File: src/rtl/fetch_stage.sv
// fetch_stage: instruction fetch front end.
// Issues word-aligned reads to a fixed one-cycle-latency instruction memory and
// buffers the returned words, tagged with their fetch address, in a 4-entry FIFO
// that feeds the decode stage.
// Ports:
//   clk, rst            clock, asynchronous active-low reset
//   redirect_valid/_pc  replace the fetch PC (flushes buffered and in-flight words)
//   imem_req/_addr      memory read request and word address
//   imem_rdata          memory read data, one cycle after imem_req
//   valid_output        FIFO head holds an instruction
//   data_output         head instruction word
//   pc_output           head fetch address
//   stall_input         downstream does not accept the head this cycle
module fetch_stage #(
  parameter logic [31:0] RESET_PC = 32'h0000_0000
) (
  input  logic        clk,
  input  logic        rst,
  input  logic        redirect_valid,
  input  logic [31:0] redirect_pc,
  output logic        imem_req,
  output logic [31:0] imem_addr,
  input  logic [31:0] imem_rdata,
  output logic        valid_output,
  output logic [31:0] data_output,
  output logic [31:0] pc_output,
  input  logic        stall_input
);

  localparam int unsigned XLEN  = 32;
  localparam int unsigned DEPTH = 4;
  localparam int unsigned PTR_W = 2;
  localparam int unsigned CNT_W = 3;

  logic [XLEN-1:0]  pc_q, pc_d;
  logic             pending_q, pending_d;
  logic [XLEN-1:0]  pend_addr_q, pend_addr_d;
  logic [PTR_W-1:0] rd_ptr_q, rd_ptr_d;
  logic [PTR_W-1:0] wr_ptr_q, wr_ptr_d;
  logic [CNT_W-1:0] count_q, count_d;
  logic [XLEN-1:0]  instr_q [DEPTH];
  logic [XLEN-1:0]  ipc_q   [DEPTH];

  logic req, push, pop;

  // Next-state logic; a redirect overrides push, pop and stall.
  always_comb begin
    req         = 1'b0;
    push        = 1'b0;
    pop         = 1'b0;
    pc_d        = pc_q;
    pending_d   = 1'b0;
    pend_addr_d = pend_addr_q;
    rd_ptr_d    = rd_ptr_q;
    wr_ptr_d    = wr_ptr_q;
    count_d     = count_q;

    if (redirect_valid) begin
      // The response arriving now belongs to the old stream and is dropped.
      pc_d     = redirect_pc & ~XLEN'(3);
      rd_ptr_d = '0;
      wr_ptr_d = '0;
      count_d  = '0;
    end else begin
      // Outstanding request counts against capacity so its response always fits.
      req  = rst && ((count_q + CNT_W'(pending_q)) < CNT_W'(DEPTH));
      push = pending_q;
      pop  = (count_q != '0) && !stall_input;

      if (req) begin
        pc_d        = pc_q + XLEN'(4);
        pend_addr_d = pc_q;
      end
      pending_d = req;

      if (push) wr_ptr_d = wr_ptr_q + PTR_W'(1);
      if (pop)  rd_ptr_d = rd_ptr_q + PTR_W'(1);

      unique case ({push, pop})
        2'b10:   count_d = count_q + CNT_W'(1);
        2'b01:   count_d = count_q - CNT_W'(1);
        default: count_d = count_q;
      endcase
    end
  end

  // Control state.
  always_ff @(posedge clk or negedge rst) begin
    if (!rst) begin
      pc_q        <= RESET_PC;
      pending_q   <= 1'b0;
      pend_addr_q <= '0;
      rd_ptr_q    <= '0;
      wr_ptr_q    <= '0;
      count_q     <= '0;
    end else begin
      pc_q        <= pc_d;
      pending_q   <= pending_d;
      pend_addr_q <= pend_addr_d;
      rd_ptr_q    <= rd_ptr_d;
      wr_ptr_q    <= wr_ptr_d;
      count_q     <= count_d;
    end
  end

  // FIFO storage; cleared on reset so the head reads zero while in reset.
  always_ff @(posedge clk or negedge rst) begin
    if (!rst) begin
      for (int i = 0; i < DEPTH; i++) begin
        instr_q[i] <= '0;
        ipc_q[i]   <= '0;
      end
    end else if (push) begin
      instr_q[wr_ptr_q] <= imem_rdata;
      ipc_q[wr_ptr_q]   <= pend_addr_q;
    end
  end

  assign imem_req     = req;
  assign imem_addr    = pc_q;
  assign valid_output = (count_q != '0);
  assign data_output  = instr_q[rd_ptr_q];
  assign pc_output    = ipc_q[rd_ptr_q];

  // A push into a full FIFO would mean the capacity gate on req is broken.
  a_no_overflow: assert property (@(posedge clk) disable iff (!rst)
    !(push && (count_q == CNT_W'(DEPTH))));

endmodule

File: config.mk
export PLATFORM = sky130hd
export DESIGN_NAME = fetch_stage
export DESIGN_NICKNAME = d
export VERILOG_FILES = /design/src/rtl/fetch_stage.sv
export SDC_FILE = /design/constraint.sdc
export NUM_CORES = 1
export LEC_CHECK = 0
export BUFFER_PORTS_ARGS = -buffer_cell sky130_fd_sc_hd__buf_4
export CAP_MARGIN = 20
export CORE_MARGIN = 5
export CORE_UTILIZATION = 59
export CTS_CLUSTER_DIAMETER = 40
export DETAILED_ROUTE_END_ITERATION = 6
export PLACE_DENSITY = 0.8
export SYNTH_ARGS = -nofsm -noshare
export SYNTH_HDL_FRONTEND = slang
export SYNTH_SLANG_ARGS = --single-unit
File: constraint.sdc
create_clock -name clk -period 2.7 [get_ports clk]
set_clock_uncertainty 0.1 [all_clocks]
set_input_delay 0.54 -clock clk [delete_from_list [all_inputs] [get_ports clk]]
set_output_delay 0.54 -clock clk [all_outputs]
set_load 0.005 [all_outputs]
==> results.txt, run 1 <==
----------------------------------------------------
[Final layout]
  Share of layout cells above drive strength 1 ... 52.91%
  Final core occ ... 73.59%
  Number of antenna diodes ... 0
  Total of fill cells in the finished design ... 1537
  Final layout net count ... 1213
  Layout-stage area growth over the synthesis result ... 22.32%

[Worst setup path]
  Start-to-end type of the worst setup path ... reg -> out
  Critical path capture point type ... output pin
  Cell repeated most along the worst path ... buf_4
  Biggest fanout along the worst timing path ... 11
  Kind of cell with the highest combined delay on the critical path ... multiplexers
  Slowest stage cell on the critical path ... mux4_2
  Required arrival time at the worst endpoint ... 2060 ps
  Type of origin of the critical path ... register
  Delay of the slowest cell on the worst path ... 530 ps
  Sum of buffers and inverters on the critical path ... 3
  Sequence of cells on the critical path ... buf_4, buf_12, mux4_2, buf_4
  Data arrival, critical path ... 1970 ps

[Global route]
  Initial antenna violation count ... 1
  Largest net degree at the start of global routing ... 130
  Global-route wire length before repair ... 53.13 mm
  Combined global-route utilization of all metal layers ... 24.85%
  Vias in the first global route ... 9758
  Congestion Overflow GR ... 0

[Detailed routing]
  Met2 wire length ... 16.48 mm
  Detailed-route wire length per cell ... 21.96 microns
  Number of detailed-routing iterations run before antenna repair ... 5
  Top metal layer carrying routed signals ... met5
  DRC ... 0
  Detailed Route Iter0 Violations ... 601
  Total via count after detailed routing ... 9012
  Post-route ant nets ... 0
  Mean number of vias per cell ... 6.052
  WL met3 ... 1.925 mm
  Total length of routed wires ... 32.70 mm
  Wire length on met1 ... 13.76 mm

[STA]
  Final-report max-slew violation count ... 0
  Achievable clock frequency ... 383.2 MHz
  Total negative slack for setup checks ... 0 ps
  Total count of hold-check failures in the final report ... 0
  Final Critical Period ... 2610 ps
  Max_slew headroom ... 44.53%
  Number of setup violations in the final report ... 0
  RSZ-0062 raised after global routing ... false
  Period Utilization, post-route ... 96.66%
  Least-Margin Pin Slew ... 824.5 ps

[Synth]
  Number of enable flip-flop cells after synthesis ... 0
  Sequential element share of the synthesized area ... 55.67%
  Most frequently used flop master after synthesis ... dfrtp_1
  Mapped Area ... 0.01420 sq mm
  Register bit count reported by yosys ... 316
  Total number of yosys warnings ... 0
  Distinct cells, synth ... 54
  Syn_area_per_cell ... 14.78 sq um
  Synthesized instance count ... 961
  Synth async-reset ratio ... 100.0%

[Pwr]
  Power per cell area ... 1021 mW/mm^2
  Overall power of the completed layout ... 17.74 mW
  Peak supply drop ... 0.0005180 V
  Reported leakage power ... 7.893 nW

[Clock tree]
  Number of sinks driven by the clock tree ... 316
  CTS tree ... built
  Cell chosen for the clock root ... clkbuf_16
  Register clock-pin slew on the reported worst setup and hold paths ... 60 ps
  Cts bufs inserted ... 40
  Clock H-tree levels ... 2
  Maximum clock insertion buffer count ... 3
  Worst-Skew Late Latency ... 520 ps

[Floorplanning]
  Starting density of the core ... 60.16%
  Die outline area ... 0.02728 sq mm
  Number of top-level pins ... 166
  Die Width ... 165.2 microns
  Std-Cell Rows ... 56
  Placeable core area ... 0.02361 sq mm
  Die extent in y ... 165.2 microns

[Placed design]
  HPWL after detailed placement ... 20.26 mm
  Quantity of I/O buffers inserted on ports ... 159
  Routability congestion estimate from global placement ... 0.8170

[Run]
  Count of maximum capacitance violations ... 0

[Hold path]
  Worst Hold Class ... in -> reg

[Status]
  Status ... completed

----------------------------------------------------
path summary, 6_finish.rpt:
path	from	endpoint	slack (ps)	cells past startpoint
setup / recovery	rd_ptr_q[0]	pc_output[29]	90	4
hold / removal	redirect_pc[4]	imem_addr[4]	120	3
setup reg to reg	pending_q	imem_addr[11]	340	5
hold reg to reg	instr_q[73]	instr_q[73]	400	1
max in group asynchronous	rst	imem_addr[17]	1080	4
min in group asynchronous	rst	ipc_q[77]	330	2
sequential cells by signal, indices dropped and copies added, names as in the netlist:
register     count
instr_q        128
ipc_q          120
imem_addr       30
pend_addr_q     30
count_q          3
rd_ptr_q         2
wr_ptr_q         2
pending_q        1
cells by family after synthesis:
family,share of synthesized area (%)
other,0.02640
AND/OR/NAND/NOR,5.391
XOR/XNOR,0.3700
AO/OA/AOI/OAI,3.902
multiplexers,31.84
buffers and inverters,2.220
flip-flops,55.67
adder cells (fa/ha/maj),0.5813
what timing repair did:
action | CTS | global route
hold endpoints to repair | 3 | 0
endpoints found under the setup margin | 54 | 1
setup buffers | 6 | 0
gates resized for setup | 0 | 1
cloned | 0 | 0
hold buffers | 1 | 0
cell usage in the layout, fill, tap and decap left out, drive strengths merged, types with 6 or more instances in the layout:
cell and count:
dfrtp 316, mux2 275, buf 196, mux4 62, clkbuf 49, o21ai 28, nor2 22, nand2 21
nand3 20, inv 18, or4 16, a31oi 14, nand4 13, nor2b 12, clkinv 10, o31ai 9
nor3 7, nor4 6
Yosys cell counts, drive strengths merged, types with 3 or more instances:
cell type    n  area share, %
o41ai        3           0.19
a21oi        5           0.18
a221oi       3           0.19
buf         19           0.71
a22o         3           0.19
nor4         6           0.26
mux2       275             22
xnor2        3           0.19
or3          5           0.23
mux2i        3           0.21
nor2        22           0.58
nor2b       12           0.53
ha           5           0.44
or4         16           0.85
o21ai       28           0.99
clkbuf      45            1.2
o21a         3           0.16
or4b         3           0.21
o31ai        9           0.48
o211ai       3           0.16
a31oi       14           0.66
xor2         3           0.19
nor3         7           0.25
dfrtp      316             56
mux4        62            9.8
nand4       13           0.68
nand2       21           0.55
and4         4           0.26
inv         12           0.32
nand3       20           0.74
power by group:
part	internal (mW)	switching [mW]	leakage, nW
clock network	3.29	2.06	0.668
logic	3.32	1.98	3.22
registers	6.16	0.935	4.00
cell type report:
cell class | count | area, sq um | area share [%]
Timing Repair Buffer | 197 | 1634 | 9.405
Inverter | 12 | 45.04 | 0.2592
Multi-Input combinational cell | 572 | 6013 | 34.61
Clock inverter | 24 | 244.0 | 1.404
Sequential cell | 316 | 7914 | 45.55
Tap cell | 319 | 399.1 | 2.297
Clock buffer | 49 | 1126 | 6.481
through the flow:
step	worst slack, ps	hold slack (ps)	cells	cell area [sq um]
after floorplan	462.5	144.4	964	14220
after global placement	297.4	256.5	1409	15920
after global routing	32.33	148.4	1489	17380
after detailed placement	292.8	257.1	1409	15920
after CTS	72.00	112.6	1489	17370
final	90.24	122.4	1489	17380
metal layers:
metal,global-route usage [%],up-vias
li1,-,3993
met1,34.75,4689
met2,41.24,283
met3,4.095,45
met4,6.314,2
met5,0,-
worst min-delay path: cells and delay by family:
family / cells / cell delay (ps)
compound gates: 1 / 60
buf+inv: 1 / 80
simple gates: 1 / 40
Note: power is estimated with default switching activity, not from simulation.
==> inputs of run 2 (changes only) <==
Settings changed: CORE_ASPECT_RATIO set to 0.9, CORE_MARGIN 5 to 3.
==> run 2 against run 1 <==
  * Critical path depth shrank 1
  * Flip-flop and latch count is the same
  * Worst hold slack better by 8.7 ps
  * Utilization grew 0.69 points
  * Global-route usage rose by 0.28 points
  * Via count up 0.19%
  * Sequential share of layout area is 0.28 points lower
  * Total power increased by 1.1%
  * Design area up 0.63%
  * Fmax fell by 1.8%
==> results.txt, run 2 (same netlist as run 1, synthesis figures left out) <==
----------------------------------------------------
[STA]
  Final worst setup slack ... 42.09 ps (-48.15 ps)
  Period Utilization, post-route ... 98.44% (+1.8 points)
  Total count of hold-check failures in the final report ... 0 (unchanged)
  Final-report max-slew violation count ... 0 (unchanged)
  Final Critical Period ... 2658 ps (+48.15 ps)
  Max_slew headroom ... 36.42% (-8.1 points)
  Least-Margin Pin Slew ... 953.6 ps (+129.2 ps)
  Achievable clock frequency ... 376.2 MHz (-1.8%)
  Number of setup violations in the final report ... 0 (unchanged)
  Final hold slack ... 131.1 ps (+8.698 ps)
  RSZ-0062 raised after global routing ... true

[Hold path]
  Worst hold path stage count ... 3 (unchanged)
  Hold Path Origin ... redirect_pc[5]
  Hold-critical path endpoint ... imem_addr[5]
  Worst Hold Class ... in -> reg

[Worst setup path]
  Reg-to-reg critical path startpoint ... imem_addr[3]
  Data arrival, critical path ... 2020 ps (+50 ps)
  Delay of the slowest cell on the worst path ... 580 ps (+50 ps)
  Start-to-end type of the worst setup path ... reg -> out
  Cell depth of the worst flop-to-flop path ... 5 (unchanged)
  Required arrival time at the worst endpoint ... 2060 ps (about the same)
  Kind of cell with the highest combined delay on the critical path ... multiplexers
  Sequence of cells on the critical path ... buf_12, mux4_2, buf_6
  Reg-to-reg slack, setup ... 390 ps (+50 ps)
  Critical path capture point type ... output pin
  Biggest fanout along the worst timing path ... 19 (+8)
  Sum of buffers and inverters on the critical path ... 2 (-1)
  Type of origin of the critical path ... register
  Endpoint of the worst-slack reg-to-reg timing path ... imem_addr[28]
  Source of the critical timing path ... rd_ptr_q[0]
  Slowest stage cell on the critical path ... mux4_2

[Global route]
  Vias in the first global route ... 9753 (-0.051%)
  Initial antenna violation count ... 2 (+1)
  Largest net degree at the start of global routing ... 154 (+18%)
  Global-route wire length before repair ... 52.01 mm (-2.1%)
  Congestion Overflow GR ... 0 (unchanged)
  Combined global-route utilization of all metal layers ... 25.13% (+0.28 points)

[Pwr]
  Relative contribution of the clock network to total power ... 30.8% (+0.7 points)
  Reported leakage power ... 7.979 nW (+1.1%)
  Power per cell area ... 1026 mW/mm^2 (+0.46%)
  Net switching power ... 4.937 mW (-0.70%)
  Peak supply drop ... 0.0006573 V (+27%)
  Fraction of power consumed by combinational cells ... 29.5% (-0.4 points)
  Internal Pwr Total ... 12.99 mW (+1.8%)
  Relative contribution of sequential cells to total power ... 39.7% (-0.3 points)
  Switching power share of the total ... 27.53% (-0.50 points)

[Detailed routing]
  Total length of routed wires ... 31.86 mm (-2.6%)
  DRC ... 0 (unchanged)
  Mean number of vias per cell ... 6.142 (+1.5%)
  Post-route ant nets ... 0 (unchanged)
  Detailed Route Iter0 Violations ... 599 (-0.33%)
  Detailed-route wire length per cell ... 21.67 microns (-1.3%)
  Total via count after detailed routing ... 9029 (+0.19%)
  Number of detailed-routing iterations run before antenna repair ... 5 (unchanged)

[Floorplanning]
  Die extent in y ... 153.2 microns (-7.2%)
  Die Width ... 169.6 microns (+2.7%)
  Die outline area ... 0.02598 sq mm (-4.8%)
  Number of top-level pins ... 166 (unchanged)
  Std-Cell Rows ... 53 (-5.4%)
  Placeable core area ... 0.02354 sq mm (-0.30%)
  Starting density of the core ... 60.34% (+0.18 points)

[Final layout]
  Flip-flop count of the largest register after layout ... 128 (unchanged)
  Leading registers by flop count ... instr_q x128, ipc_q x120
  Number of antenna diodes ... 0 (unchanged)
  Leading cell type in the layout, fill and taps excluded ... dfrtp_1
  Final std cells w/o fill ... 1470 (-1.3%)
  Final layout net count ... 1213 (unchanged)
  Register with the most flip-flops ... instr_q
  Layout-stage area growth over the synthesis result ... 23.09%
  Total of fill cells in the finished design ... 1510 (-1.8%)
  Final core occ ... 74.27% (+0.69 points)
  Share of layout cells above drive strength 1 ... 52.74% (-0.17 points)
  Top library cells by usage in the layout, fill and taps aside ... dfrtp_1 (313), mux2_2 (275), buf_4 (168), mux4_2 (62), clkbuf_16 (40)

[Placed design]
  Routability congestion estimate from global placement ... 0.8319 (+1.8%)
  Quantity of I/O buffers inserted on ports ... 159 (unchanged)
  HPWL after detailed placement ... 20.40 mm (+0.72%)
  Place WS ... 212.9 ps (-79.83 ps)
  Number of cells in the design after placement ... 1395 (-0.99%)

[Clock tree]
  Maximum clock insertion buffer count ... 3 (unchanged)
  Cell chosen for the clock root ... clkbuf_16
  Clock H-tree levels ... 2 (unchanged)
  CTS tree ... built
  Worst-Skew Late Latency ... 530 ps (about the same)
  Register clock-pin slew on the reported worst setup and hold paths ... 60 ps (about the same)
  Number of sinks driven by the clock tree ... 316 (unchanged)
  Cts bufs inserted ... 39 (-2.5%)

[Run]
  Count of maximum capacitance violations ... 0 (unchanged)

[Status]
  Status ... completed

----------------------------------------------------
[run 2: cell count changes in the layout (fill, tap and decap cells not counted), moves of 3 or more]
cell | before | now
bufinv_16 | 3 | 6
buf_4 | 183 | 168
buf_12 | 11 | 14
buf_6 | 0 | 14
clkinv_2 | 7 | 4
clkinvlp_4 | 5 | 2
[run 2: worst max path at each step]
stage | depth (start not counted) | endpoint | slack, ps
after floorplan | 3 | data_output[10] | 460
after global placement | 5 | instr_q[123] | 260
after detailed placement | 5 | ipc_q[120] | 210
after CTS | 3 | pc_output[13] | 9
after global routing | 3 | pc_output[13] | -30
final | 3 | pc_output[13] | 40
[run 2: area by class of cell]
| type | instances | area, sq um | area share (%) |
|---|---|---|---|
| timing repair buffer | 198 | 1724 | 9.861 |
| clock inverter | 21 | 304.0 | 1.739 |
| clock buffer | 49 | 1095 | 6.262 |
| sequential | 316 | 7914 | 45.26 |
| tap | 302 | 377.9 | 2.161 |
| inverter | 12 | 45.04 | 0.2576 |
| multi-input combinational | 572 | 6025 | 34.46 |
[run 2: power by group through the flow]
stage               Clock [mW]  Combinational [mW]  Sequential, mW
floorplan                    0                3.11            6.80
global placement             0                4.96            7.12
detailed placement           0                5.11            7.22
CTS                       5.62                5.24            7.12
global route              5.82                5.72            7.31
finish                    5.52                5.29            7.12
[run 2: layer usage]
| layer | track usage, % | wire length, microns | vias to the layer above |
|---|---|---|---|
| met2 | 40.75 | 15870 | 251 |
| met4 | 7.204 | 484 | 4 |
| met5 | 0 | 21 | - |
| met1 | 35.58 | 13820 | 4739 |
| met3 | 4.370 | 1660 | 49 |
| li1 | - | - | 3986 |
[run 2: tightest hold or removal path, delay by kind of cell]
kind / cells / cell delay [ps]
buf+inv: 1 / 80
compound gates: 1 / 60
simple gates: 1 / 40
[run 2: through the flow]
step	TNS (ps)	area, sq um	total power [mW]
global route	-106.3	17480	18.85
floorplan	0	14220	9.915
global placement	0	15990	12.08
detailed placement	0	15990	12.33
CTS	0	17430	17.97
finish	0	17480	17.93
[run 2: repair_timing]
action                     in CTS  in global routing
hold endpoints to repair       20                  0
setup buffers                   4                  0
pin swaps                       0                  0
gates cloned                    0                  0
gates resized for setup         0                 16
setup endpoints to repair      49                 16
hold buffers                    1                  0
==> inputs of run 3 (changes only) <==
Settings changed: PLACE_DENSITY 0.8 to 0.91.
==> run 3 against run 2 <==
  * Design area fell by 1.7%
  * Clock power fell by 4.2%
  * Fmax rose by 0.63%
  * Worst hold slack improved by 13 ps
  * Cell count fell by 0.61%
  * Sequential power barely moved
  * Utilization fell by 1.2 points
  * Clock-buffer cell count fell by 1
==> results.txt, run 3 (same netlist as run 1, synthesis figures left out) <==
----------------------------------------------------
[Detailed routing]
  DRC ... 0 (unchanged)
  Total via count after detailed routing ... 9210 (+2.0%)
  Number of detailed-routing iterations run before antenna repair ... 5 (unchanged)
  Detailed Route Iter0 Violations ... 665 (+11%)
  Post-route ant nets ... 0 (unchanged)
  Mean number of vias per cell ... 6.304 (+2.6%)
  Total length of routed wires ... 33.27 mm (+4.4%)
  Detailed-route wire length per cell ... 22.77 microns (+5.1%)

[Clock tree]
  Number of sinks driven by the clock tree ... 316 (unchanged)
  Maximum clock insertion buffer count ... 3 (unchanged)
  CTS tree ... built
  Cell chosen for the clock root ... clkbuf_16
  Cts bufs inserted ... 38 (-2.6%)
  Clock H-tree levels ... 2 (unchanged)
  Worst-Skew Late Latency ... 510 ps (-20 ps)
  Register clock-pin slew on the reported worst setup and hold paths ... 60 ps (about the same)

[Worst setup path]
  Required arrival time at the worst endpoint ... 2060 ps (about the same)
  Start-to-end type of the worst setup path ... reg -> out
  Reg-to-reg critical path startpoint ... imem_addr[3]
  Endpoint of the worst-slack reg-to-reg timing path ... imem_addr[28]
  Biggest fanout along the worst timing path ... 25 (+6)
  Destination of the critical timing path ... data_output[27]
  Data arrival, critical path ... 2000 ps (-20 ps)
  Type of origin of the critical path ... register
  Source of the critical timing path ... rd_ptr_q[0]
  Reg-to-reg slack, setup ... 150 ps (-240 ps)
  Cell depth of the worst flop-to-flop path ... 5 (unchanged)
  Critical path capture point type ... output pin

[Placed design]
  HPWL after detailed placement ... 20.56 mm (+0.77%)
  Post-Place Cell Area ... 0.01582 sq mm (-1.1%)
  Place WS ... 244.5 ps (+31.55 ps)
  Quantity of I/O buffers inserted on ports ... 159 (unchanged)
  Routability congestion estimate from global placement ... 0.8989 (+8.1%)

[Pwr]
  Peak supply drop ... 0.0007873 V (+20%)
  Power per cell area ... 1030 mW/mm^2 (+0.39%)
  Overall power of the completed layout ... 17.70 mW (-1.3%)
  Reported leakage power ... 7.789 nW (-2.4%)

[Final layout]
  Final core occ ... 73.03% (-1.2 points)
  Multi-input logic area ... 0.006003 sq mm (-0.35%)
  Leading registers by flop count ... instr_q x128, ipc_q x120
  Number of antenna diodes ... 0 (unchanged)
  Layout-stage area growth over the synthesis result ... 21.03%
  Leading cell type in the layout, fill and taps excluded ... dfrtp_1
  Storage element area ... 0.007913 sq mm (about the same)
  Flip-flop count of the largest register after layout ... 128 (unchanged)
  Register with the most flip-flops ... instr_q
  Total of fill cells in the finished design ... 1423 (-5.8%)
  Top library cells by usage in the layout, fill and taps aside ... dfrtp_1 (314), mux2_2 (275), buf_4 (181), mux4_2 (62), clkbuf_16 (39)
  Post-Layout Inst Area ... 0.01719 sq mm (-1.7%)
  Share of layout cells above drive strength 1 ... 51.94% (-0.80 points)
  Final layout net count ... 1207 (-0.49%)

[Global route]
  Congestion Overflow GR ... 0 (unchanged)
  Vias in the first global route ... 9900 (+1.5%)
  Global-route wire length before repair ... 53.59 mm (+3.0%)
  Initial antenna violation count ... 0 (-2)
  Largest net degree at the start of global routing ... 128 (-17%)
  Combined global-route utilization of all metal layers ... 25.95% (+0.81 points)

[STA]
  Achievable clock frequency ... 378.6 MHz (+0.63%)
  Least-Margin Pin Slew ... 856.2 ps (-97.43 ps)
  Total count of hold-check failures in the final report ... 0 (unchanged)
  Final-report max-slew violation count ... 0 (unchanged)
  Total negative slack for setup checks ... 0 ps (unchanged)
  Final Critical Period ... 2641 ps (-16.57 ps)
  RSZ-0062 raised after global routing ... true
  Number of setup violations in the final report ... 0 (unchanged)
  Max_slew headroom ... 42.39% (+6.0 points)
  Period Utilization, post-route ... 97.83% (-0.61 points)
  Final worst setup slack ... 58.65 ps (+16.57 ps)

[Floorplanning]
  Die Width ... 169.6 microns (unchanged)
  Number of top-level pins ... 166 (unchanged)
  Starting density of the core ... 60.34% (unchanged)
  Die outline area ... 0.02598 sq mm (unchanged)
  Std-Cell Rows ... 53 (unchanged)
  Placeable core area ... 0.02354 sq mm (unchanged)
  Die extent in y ... 153.2 microns (unchanged)

[Status]
  Status ... completed

[Hold path]
  Worst Hold Class ... in -> reg
  Hold Path Origin ... redirect_pc[6]

[Run]
  Count of maximum capacitance violations ... 0 (unchanged)

----------------------------------------------------
==> run 3: cell count changes in the layout (fill, tap and decap cells not counted), moves of 4 or more <==
cell        previous run  this run
nand2_2                0         4
buf_6                 14         6
nand2_4                4         0
clkinvlp_4             2         6
buf_12                14         3
buf_4                168       181
==> run 3: layout make-up <==
class,instances,area share [%]
Clock buffer,48,6.048
Clock inverter,18,1.594
Sequential cell,316,46.03
Timing Repair Buffer,193,8.952
Tap cell,302,2.198
Inverter,12,0.2620
Multi-Input combinational cell,572,34.92
==> run 3: layer usage <==
layer	vias up	GRT usage [%]	routed length [microns]
li1	3977	-	-
met1	4766	36.16	13840
met2	380	41.92	16320
met3	87	4.706	2203
met4	0	8.645	906
met5	-	0	0
==> run 3: timing repair <==
| action | 4_1_cts | 5_1_grt |
|---|---|---|
| endpoints found under the setup margin | 48 | 12 |
| hold endpoints to repair | 11 | 0 |
| hold buffers | 1 | 0 |
| gates resized for setup | 1 | 5 |
| buffers inserted | 3 | 0 |
==> run 3: through the flow <==
| step | instances | hold WS (ps) |
|---|---|---|
| after floorplan | 964 | 144.4 |
| after global placement | 1391 | 272.3 |
| after detailed placement | 1391 | 273.3 |
| after CTS | 1461 | 127.2 |
| after global routing | 1461 | 148.2 |
| final | 1461 | 143.7 |
==> run 3: worst min-delay path by stage <==
| stage | to | slack, ps | cells after the start |
|---|---|---|---|
| 2_1_floorplan | count_q[0] | 140 | 0 |
| 3_3_place_gp | instr_q[94] | 270 | 1 |
| 3_5_place_dp | instr_q[94] | 270 | 1 |
| 4_1_cts | imem_addr[6] | 130 | 3 |
| 5_1_grt | imem_addr[6] | 150 | 3 |
| 6_report | imem_addr[6] | 140 | 3 |
==> run 3: critical path, cell delays in order (launching register included) <==
cell and delay [ps]:
dfrtp_4 510, buf_16 240, mux4_2 590, buf_6 150
==> run 3: where the power goes <==
part	switching [mW]	internal, mW	total, mW
sequential	0.998	6.16	7.15
clock	1.98	3.32	5.29
combinational	1.99	3.26	5.25
